--- src/rtl/y86_pkg.sv ---
// Shared Y86-64 definitions: instruction codes, status codes and the
// SEQ controller state encoding.
// Optional feature macro: SEQ_CTRL_STEP_EN (adds the PAUSE state).
package y86_pkg;

    // Instruction codes (icode field)
    localparam logic [3:0] I_HALT   = 4'h0;
    localparam logic [3:0] I_NOP    = 4'h1;
    localparam logic [3:0] I_RRMOVQ = 4'h2;
    localparam logic [3:0] I_IRMOVQ = 4'h3;
    localparam logic [3:0] I_RMMOVQ = 4'h4;
    localparam logic [3:0] I_MRMOVQ = 4'h5;
    localparam logic [3:0] I_OPQ    = 4'h6;
    localparam logic [3:0] I_JXX    = 4'h7;
    localparam logic [3:0] I_CALL   = 4'h8;
    localparam logic [3:0] I_RET    = 4'h9;
    localparam logic [3:0] I_PUSHQ  = 4'hA;
    localparam logic [3:0] I_POPQ   = 4'hB;

    // Processor status codes
    localparam logic [2:0] STAT_AOK = 3'd1;
    localparam logic [2:0] STAT_HLT = 3'd2;
    localparam logic [2:0] STAT_ADR = 3'd3;
    localparam logic [2:0] STAT_INS = 3'd4;

    // Controller phase states
`ifdef SEQ_CTRL_STEP_EN
    typedef enum logic [3:0] {
        S_IDLE,
        S_FETCH,
        S_DECODE,
        S_EXECUTE,
        S_MEMORY,
        S_WRITEBACK,
        S_PCUPD,
        S_STOPPED,
        S_PAUSE
    } ctrl_state_t;
`else
    typedef enum logic [3:0] {
        S_IDLE,
        S_FETCH,
        S_DECODE,
        S_EXECUTE,
        S_MEMORY,
        S_WRITEBACK,
        S_PCUPD,
        S_STOPPED
    } ctrl_state_t;
`endif

endpackage

--- src/rtl/seq_pc_select.sv ---
// Combinational next-PC selection for the SEQ processor.
module seq_pc_select
    import y86_pkg::*;
(
    input  logic [3:0]  icode,
    input  logic        cnd,
    input  logic [63:0] valC,
    input  logic [63:0] valP,
    input  logic [63:0] valM,
    output logic [63:0] new_pc
);

    // Pick call/taken-jump target, return address, or fall-through PC
    always_comb begin
        new_pc = valP;
        if (icode == I_CALL) begin
            new_pc = valC;
        end else if (icode == I_JXX && cnd) begin
            new_pc = valC;
        end else if (icode == I_RET) begin
            new_pc = valM;
        end
    end

endmodule

--- src/rtl/seq_controller.sv ---
// Multi-cycle phase sequencer for the Y86-64 SEQ processor. Owns the
// architectural PC and status, drives one-hot phase enables and stops on
// halt, invalid instruction or memory error.
// Optional feature macro: SEQ_CTRL_STEP_EN (single-step via PAUSE state).
module seq_controller
    import y86_pkg::*;
#(
    parameter logic [63:0] RESET_PC = 64'd0,
    parameter int unsigned CNT_W    = 32
)
(
    input  logic             clk,
    input  logic             rst_n,
    input  logic             start,
`ifdef SEQ_CTRL_STEP_EN
    input  logic             step,
`endif
    input  logic [3:0]       icode,
    input  logic             imem_error,
    input  logic             invalid_instr,
    input  logic             halt,
    input  logic             cnd,
    input  logic             dmem_error,
    input  logic [63:0]      valC,
    input  logic [63:0]      valP,
    input  logic [63:0]      valM,
    output logic [63:0]      PC,
    output logic             fetch_en,
    output logic             decode_en,
    output logic             execute_en,
    output logic             mem_en,
    output logic             wb_en,
    output logic [2:0]       stat,
    output logic             halted,
    output logic [CNT_W-1:0] instr_count,
    output logic [CNT_W-1:0] cycle_count
);

    ctrl_state_t      r_state;
    ctrl_state_t      w_next_state;
    logic [2:0]       r_stat;
    logic [2:0]       w_next_stat;

    logic [63:0]      r_pc;
    logic [3:0]       r_icode;
    logic [63:0]      r_valC;
    logic [63:0]      r_valP;
    logic [63:0]      r_valM;
    logic             r_cnd;
    logic [63:0]      w_new_pc;

    logic             r_fetch_en;
    logic             r_decode_en;
    logic             r_execute_en;
    logic             r_mem_en;
    logic             r_wb_en;
    logic             r_halted;

    logic [CNT_W-1:0] r_instr_count;
    logic [CNT_W-1:0] r_cycle_count;
    logic             w_phase_active;

    // Next-state and stop-status decision
    always_comb begin
        w_next_state = r_state;
        w_next_stat  = r_stat;
        unique case (r_state)
            S_IDLE: begin
                if (start) w_next_state = S_FETCH;
            end
            S_FETCH: begin
                if (imem_error) begin
                    w_next_state = S_STOPPED;
                    w_next_stat  = STAT_ADR;
                end else if (invalid_instr) begin
                    w_next_state = S_STOPPED;
                    w_next_stat  = STAT_INS;
                end else if (halt) begin
                    w_next_state = S_STOPPED;
                    w_next_stat  = STAT_HLT;
                end else begin
                    w_next_state = S_DECODE;
                end
            end
            S_DECODE:  w_next_state = S_EXECUTE;
            S_EXECUTE: w_next_state = S_MEMORY;
            S_MEMORY: begin
                if (dmem_error) begin
                    w_next_state = S_STOPPED;
                    w_next_stat  = STAT_ADR;
                end else begin
                    w_next_state = S_WRITEBACK;
                end
            end
            S_WRITEBACK: w_next_state = S_PCUPD;
`ifdef SEQ_CTRL_STEP_EN
            S_PCUPD: w_next_state = S_PAUSE;
            S_PAUSE: begin
                if (step) w_next_state = S_FETCH;
            end
`else
            S_PCUPD: w_next_state = S_FETCH;
`endif
            S_STOPPED: w_next_state = S_STOPPED;
            default:   w_next_state = S_IDLE;
        endcase
    end

    // State, status and registered phase enables (decoded from next state)
    always_ff @(posedge clk or negedge rst_n) begin
        if (!rst_n) begin
            r_state      <= S_IDLE;
            r_stat       <= STAT_AOK;
            r_fetch_en   <= 1'b0;
            r_decode_en  <= 1'b0;
            r_execute_en <= 1'b0;
            r_mem_en     <= 1'b0;
            r_wb_en      <= 1'b0;
            r_halted     <= 1'b0;
        end else begin
            r_state      <= w_next_state;
            r_stat       <= w_next_stat;
            r_fetch_en   <= (w_next_state == S_FETCH);
            r_decode_en  <= (w_next_state == S_DECODE);
            r_execute_en <= (w_next_state == S_EXECUTE);
            r_mem_en     <= (w_next_state == S_MEMORY);
            r_wb_en      <= (w_next_state == S_WRITEBACK);
            r_halted     <= (w_next_state == S_STOPPED);
        end
    end

    // Capture stage results at the end of the phase that produces them
    always_ff @(posedge clk or negedge rst_n) begin
        if (!rst_n) begin
            r_icode <= '0;
            r_valC  <= '0;
            r_valP  <= '0;
            r_valM  <= '0;
            r_cnd   <= 1'b0;
        end else begin
            if (r_state == S_FETCH) begin
                r_icode <= icode;
                r_valC  <= valC;
                r_valP  <= valP;
            end
            if (r_state == S_EXECUTE) r_cnd  <= cnd;
            if (r_state == S_MEMORY)  r_valM <= valM;
        end
    end

    seq_pc_select u_pc_select (
        .icode  (r_icode),
        .cnd    (r_cnd),
        .valC   (r_valC),
        .valP   (r_valP),
        .valM   (r_valM),
        .new_pc (w_new_pc)
    );

    // Architectural PC update at the end of PCUPD
    always_ff @(posedge clk or negedge rst_n) begin
        if (!rst_n) begin
            r_pc <= RESET_PC;
        end else if (r_state == S_PCUPD) begin
            r_pc <= w_new_pc;
        end
    end

`ifdef SEQ_CTRL_STEP_EN
    assign w_phase_active = (r_state != S_IDLE) && (r_state != S_STOPPED) &&
                            (r_state != S_PAUSE);
`else
    assign w_phase_active = (r_state != S_IDLE) && (r_state != S_STOPPED);
`endif

    // Saturating retired-instruction and active-cycle counters
    always_ff @(posedge clk or negedge rst_n) begin
        if (!rst_n) begin
            r_instr_count <= '0;
            r_cycle_count <= '0;
        end else begin
            if (r_state == S_PCUPD && r_instr_count != '1) begin
                r_instr_count <= r_instr_count + CNT_W'(1);
            end
            if (w_phase_active && r_cycle_count != '1) begin
                r_cycle_count <= r_cycle_count + CNT_W'(1);
            end
        end
    end

    assign PC          = r_pc;
    assign stat        = r_stat;
    assign halted      = r_halted;
    assign fetch_en    = r_fetch_en;
    assign decode_en   = r_decode_en;
    assign execute_en  = r_execute_en;
    assign mem_en      = r_mem_en;
    assign wb_en       = r_wb_en;
    assign instr_count = r_instr_count;
    assign cycle_count = r_cycle_count;

endmodule

--- config.mk ---
export PLATFORM = sky130hd
export DESIGN_NAME = seq_controller
export DESIGN_NICKNAME = d
export VERILOG_FILES = /design/src/rtl/y86_pkg.sv /design/src/rtl/seq_pc_select.sv /design/src/rtl/seq_controller.sv
export SDC_FILE = /design/constraint.sdc
export NUM_CORES = 1
export LEC_CHECK = 0
export ABC_AREA = 0
export CORE_ASPECT_RATIO = 0.7
export CORE_UTILIZATION = 40
export CTS_CLUSTER_DIAMETER = 60
export CTS_CLUSTER_SIZE = 14
export DETAILED_ROUTE_END_ITERATION = 10
export PLACE_DENSITY = 0.71
export SYNTH_ARGS = -nofsm -noshare
export SYNTH_HDL_FRONTEND = slang
export SYNTH_SLANG_ARGS = --single-unit
--- constraint.sdc ---
create_clock -name clk -period 1.71 [get_ports clk]
set_input_delay 0.2565 -clock clk [delete_from_list [all_inputs] [get_ports clk]]
set_output_delay 0.2565 -clock clk [all_outputs]
set_load 0.01 [all_outputs]
* After elaboration in Yosys (flattened, before gate mapping)
Index checks and enable logic that the tools add are counted.
W data, S select, Z words.
** Word-level totals
- Register bits :: 338
- Bits of input ports :: 204
- Output and inout port bits :: 137
- Word-level logic and storage cells :: 61
** Cells by class
- Add/sub/neg operators :: 2
- Equality and inequality tests :: 21
- Mux-type cells :: 14
- Reductions and logical operators :: 8
** Operators by type and width (number)
- $mux W64 :: 3
- $add A32 B1 Y32 const B :: 2
- $ne A32 B32 Y1 const B :: 2
- $eq A4 B3 Y1 const B :: 8
- $pmux W4 S8 :: 1
- $mux W3 :: 7
- $eq A4 B2 Y1 const B :: 4
- $eq A4 B1 Y1 const B :: 2
- $eq A4 B4 Y1 const B :: 2
- $pmux W3 S2 :: 1
- $logic_and A1 B1 Y1 :: 4
- $logic_not A4 Y1 :: 1
- $mux W4 :: 1
- $ne A4 B3 Y1 const B :: 1
- $ne A4 B4 Y1 const B :: 1
- $reduce_bool A4 Y1 :: 1
- $reduce_and A3 Y1 :: 1
- $mux W2 :: 1
- $ne A2 B2 Y1 const B :: 1
- $reduce_bool A2 Y1 :: 1

* Logic depth before layout (Yosys ltp)
- Depth in word-level cells :: 5
- Gate-level depth with buffers :: 8

* Hierarchy
A second synthesis with hierarchy kept.
** Unflattened totals
- Cell total of the unflattened synthesis :: 1047
- Area total of the unflattened synthesis :: 15388.5 sq um
** Modules (own cells, without submodules)
- seq_controller :: instances 1, cells each 902, area each 13274.0 sq um, sequential area each 8459.4 sq um
- seq_pc_select :: instances 1, cells each 145, area each 2114.5 sq um, sequential area each 0.0 sq um

* Worst setup path before layout
Ideal clock, no wire load.
- Path kind :: reg-to-reg
- Start point :: reg r_instr_count[8] (netlist: instr_count[8])
- End point :: reg r_instr_count[1] (netlist: instr_count[1])
- Arrival :: 1.791 ns
- Path slack :: -0.208 ns
- Stages on the path, launching flop included :: 6
- Path buffers :: 0
- Period minus slack after synthesis :: 1.918 ns
- Path through :: dfrtp_1 nand3_1 nor3_2 nand4_2 nand2_1 mux2_1
** On the way
- Word-level cells in the longest chain between the ends :: 2
** Ends and longest elaborated chain
- from (decl) :: line seq_controller.sv:59 : logic [CNT_W-1:0] r_instr_count;
- from (signal assigned) :: line seq_controller.sv:183 : r_instr_count <= r_instr_count + CNT_W'(1);
- $ne A32 B32 Y1 :: line seq_controller.sv:182 : if (r_state == S_PCUPD && r_instr_count != '1) begin
- $logic_and A1 B1 Y1 :: line seq_controller.sv:182
Every way passes these cells.
A chain may end at the register's enable or synchronous reset.

* Worst setup path after layout
- Start point :: reg r_state[0]
- End point :: reg r_cycle_count[7] (netlist: cycle_count[7])
** On the way
- Word-level cells in the longest chain between the ends :: 3
- Elaborated cells between the ends (all ways) :: 4
- Those cells by class :: eq/ne (1); reduce/logical (3)
** Ends and longest elaborated chain
- from (decl) :: line seq_controller.sv:39 : ctrl_state_t r_state;
- from (signal assigned) :: line seq_controller.sv:121 : r_state <= w_next_state;
- $ne A4 B3 Y1 / $reduce_bool A4 Y1 (equally long branches) :: line seq_controller.sv:173 : assign w_phase_active = (r_state != S_IDLE) && (r_state != S_STOPPED);
- $logic_and A1 B1 Y1 * :: line seq_controller.sv:173
- $logic_and A1 B1 Y1 * :: line seq_controller.sv:185 : if (w_phase_active && r_cycle_count != '1) begin
- to (signal assigned) :: line seq_controller.sv:186 : r_cycle_count <= r_cycle_count + CNT_W'(1);
- to (decl) :: line seq_controller.sv:60 : logic [CNT_W-1:0] r_cycle_count;
Mark *: on every way between the ends. The rest lies on a longest branch, timed or not.

==> reports/metrics.csv <==
stage,metric,value,unit
finish,mostFrequentLayoutCell,nand2_1,
power_and_ir_drop,peakVddDrop,0.000829,V
job,drv_cap,0,
global_route,grt_first_pass_wirelength,72100,microns
drt,via_count,13100,
worst_setup_path,crit_type,flip-flop to flip-flop,
die,initial_core_util,40.9,%
drt,drc,0,
finish,layout_common_cells,"nand2_1 (473), dfrtp_1 (329), clkdlybuf4s50_1 (202), buf_4 (139), dlygate4sd2_1 (129)",
clock_tree,cts-root-buf,clkbuf_16,
die,die_w,228,microns
run_status,status,"finished, violations left",
timing,rsz0062_at_grt,true,
clock_tree,htreeDepth,1,
finish,area.growth.synth_to_final,57.6,%
clock_tree,insertion_delay,0.56,ns
synthesis,synth_cells,1412,
placement,gp_congestion,0.867,
synthesis,avgSynthCellArea,10.1,sq um
synthesis,yosys_warnings,0,
die,core_area,34900,sq um
clock_tree,cts_buffers,29,
die,rows,57,
drt,avgRoutedWirePerCell,21.3,microns
timing,setup_viol,159,
drt,routed_wl,51400,microns
finish,drive_gt1_share,25.4,%
drt,via_per_inst,5.44,
synthesis,async_flop_share,100,%
synthesis,synth_edf_count,0,
clock_tree,clkSlewWorstSetupHoldPaths,0.07,ns
power_and_ir_drop,powerDensity,1360,nW/um^2
synthesis,ys_ff_latch,338,
worst_setup_path,worstPathRequired,2.18,ns
power_and_ir_drop,total_power,0.0306,W
timing,slew_violations,0,
die,die-area,36400,sq um
timing,fmaxAchievable,0.534,GHz
finish,fin_cells,2412,
run_status,violations,negative setup slack,
hold_path,min_path_type,primary input to asynchronous set/reset pin,
synthesis,yosysSeqAreaShare,59.3,%
global_route,antenna_found_initial,5,
global_route,grt_pass1_vias,12600,
synthesis,ys_dominant_reg_cell,dfrtp_1,
timing,post-route-min-period,1.87,ns
timing,setup_slack,-0.163,ns
worst_setup_path,cp-start-kind,flip-flop,
placement,place_inst,2287,
power_and_ir_drop,p_leak,10.4,nW
synthesis,synth_cell_types,51,
drt,drtAntennaViolNets,0,
worst_setup_path,critPathArrivalTime,2.35,ns
timing,skew,0.0147,ns
synthesis,synth.cell_area,14300,sq um
die,fp.dieH,160,microns
clock_tree,cts_sinks,338,
synthesis,synthesis.nets,1618,
die,io_pins,341,
timing,finalHoldViolCount,0,
timing,period_share,110,%
worst_setup_path,crit_fanout,11,
placement,portBuffers,340,
global_route,grt.total_usage,25.3,%
finish,num-nets-final,2131,
drt,first_pass_iters,6,
clock_tree,cts_tree,done,
placement,dp_hpwl,30300,microns
worst_setup_path,worstSetupEndpointType,flip-flop,
global_route,grt_start_max_net_pins,64,
global_route,grt_overflow,0,
clock_tree,clockBufferDepth,3,
drt,first_iter_violations,1107,
worst paths after layout:
check	cells after the start	startpoint	end	slack, ns
setup reg to reg	8	r_state[0]	cycle_count[7]	-0.16
hold / removal	2	rst_n	PC[11]	0.16
max in group asynchronous	4	rst_n	PC[46]	0.78
min in group clk	3	valC[52]	r_valC[52]	0.22
hold reg to reg	2	r_valC[54]	r_valC[54]	0.48
setup / recovery	8	r_state[0]	cycle_count[7]	-0.16
logic make-up (layout without fill, tap and decap cells):
family                     after synthesis  after routing  share of synthesized area, %
muxes                                   67             67                          5.29
DFF                                    338            338                          59.3
buffers and inverters                   94            619                          2.69
AOI/OAI and AO/OA                      162            162                          8.55
xor gates and xnor gates                55             55                          3.38
and+or+nand+nor                        693            693                          20.6
other                                    1              4                        0.0263
adders and majority gates                2              2                         0.175
metrics by stage:
stage	area (sq um)	hold WS [ns]	utilization, %	setup slack [ns]	TNS [ns]
after floorplan	14300	-0.0391	-	-0.107	-1.11
after global placement	19400	0.139	55.7	-0.186	-9.22
after detailed placement	19400	0.134	55.7	-0.267	-16.66
after CTS	21100	0.147	60.4	-0.115	-3.47
after global routing	22500	0.159	64.5	-0.206	-18.93
final	22500	0.160	64.5	-0.163	-12.27
worst max-delay path, stage by stage, from the launching register on:
cell	delay [ns]
dfrtp_1	0.45
buf_6	0.15
or3_4	0.38
a21oi_4	0.20
buf_12	0.15
a31oi_4	0.04
buf_12	0.17
nand4_1	0.11
xnor2_1	0.14
cells in the mapped netlist, drive strengths merged (2+ instances only):
library cell	n	area (sq um)
or3b	2	17.5
and2	4	25.0
nor3	16	108
mux2	67	754
and3	17	111
buf	21	110
or3	3	18.8
nor2b	3	18.8
nand3	40	200
clkbuf	65	244
dfrtp	337	8430
nand2	483	1810
a31oi	67	419
a41oi	3	26.3
ha	2	25.0
inv	8	30.0
nand4	27	181
nor2	81	304
o21a	5	37.5
nand2b	4	32.5
xnor2	48	420
xor2	7	61.3
and4	4	35.0
nor4b	2	17.5
a21oi	11	62.6
o21ai	5	25.0
o221ai	65	569
nor4	2	12.5
report_power, final:
part           internal, W  leakage [nW]  switching [W]  total (W)
Clock              0.00332         0.405        0.00293    0.00626
Combinational      0.00555          5.81        0.00527     0.0108
Sequential          0.0113          4.17        0.00224     0.0135
Total               0.0201          10.4         0.0104     0.0306
sequential cells by signal (all words and copies together) (netlist names):
| signal | flops |
|---|---|
| decode_en | 1 |
| wb_en | 1 |
| r_state | 4 |
| instr_count | 32 |
| r_valP | 64 |
| halted | 1 |
| r_valM | 64 |
| mem_en | 1 |
| r_valC | 64 |
| execute_en | 1 |
| fetch_en | 1 |
| PC | 64 |
| cycle_count | 32 |
| r_icode | 4 |
| stat | 3 |
| r_cnd | 1 |
metal layers:
layer / GRT usage, % / wire (microns)
met2: 40.2 / 24200
met1: 34.6 / 21800
met3: 5.41 / 3790
met5: 0 / 13
met4: 7.92 / 1640
area by class of cell:
type,count,area (sq um)
diodes,3,7.51
clock buffers,39,783
clock inverters,4,53.8
fillers,2625,12400
inverters,8,30.0
multi-input cells,980,6600
flip-flops and latches,338,8470
well taps,472,591
repair buffers,568,5950
repair_timing:
| action | 4_1_cts | 5_1_grt |
|---|---|---|
| hold buffers | 1 | 0 |
| cloned | 10 | 17 |
| hold endpoints to repair | 293 | 0 |
| setup endpoints to repair | 306 | 224 |
| pin swaps | 31 | 46 |
| resized for setup | 242 | 212 |
| buffers inserted | 30 | 26 |
(Power assumes the default switching activity.)
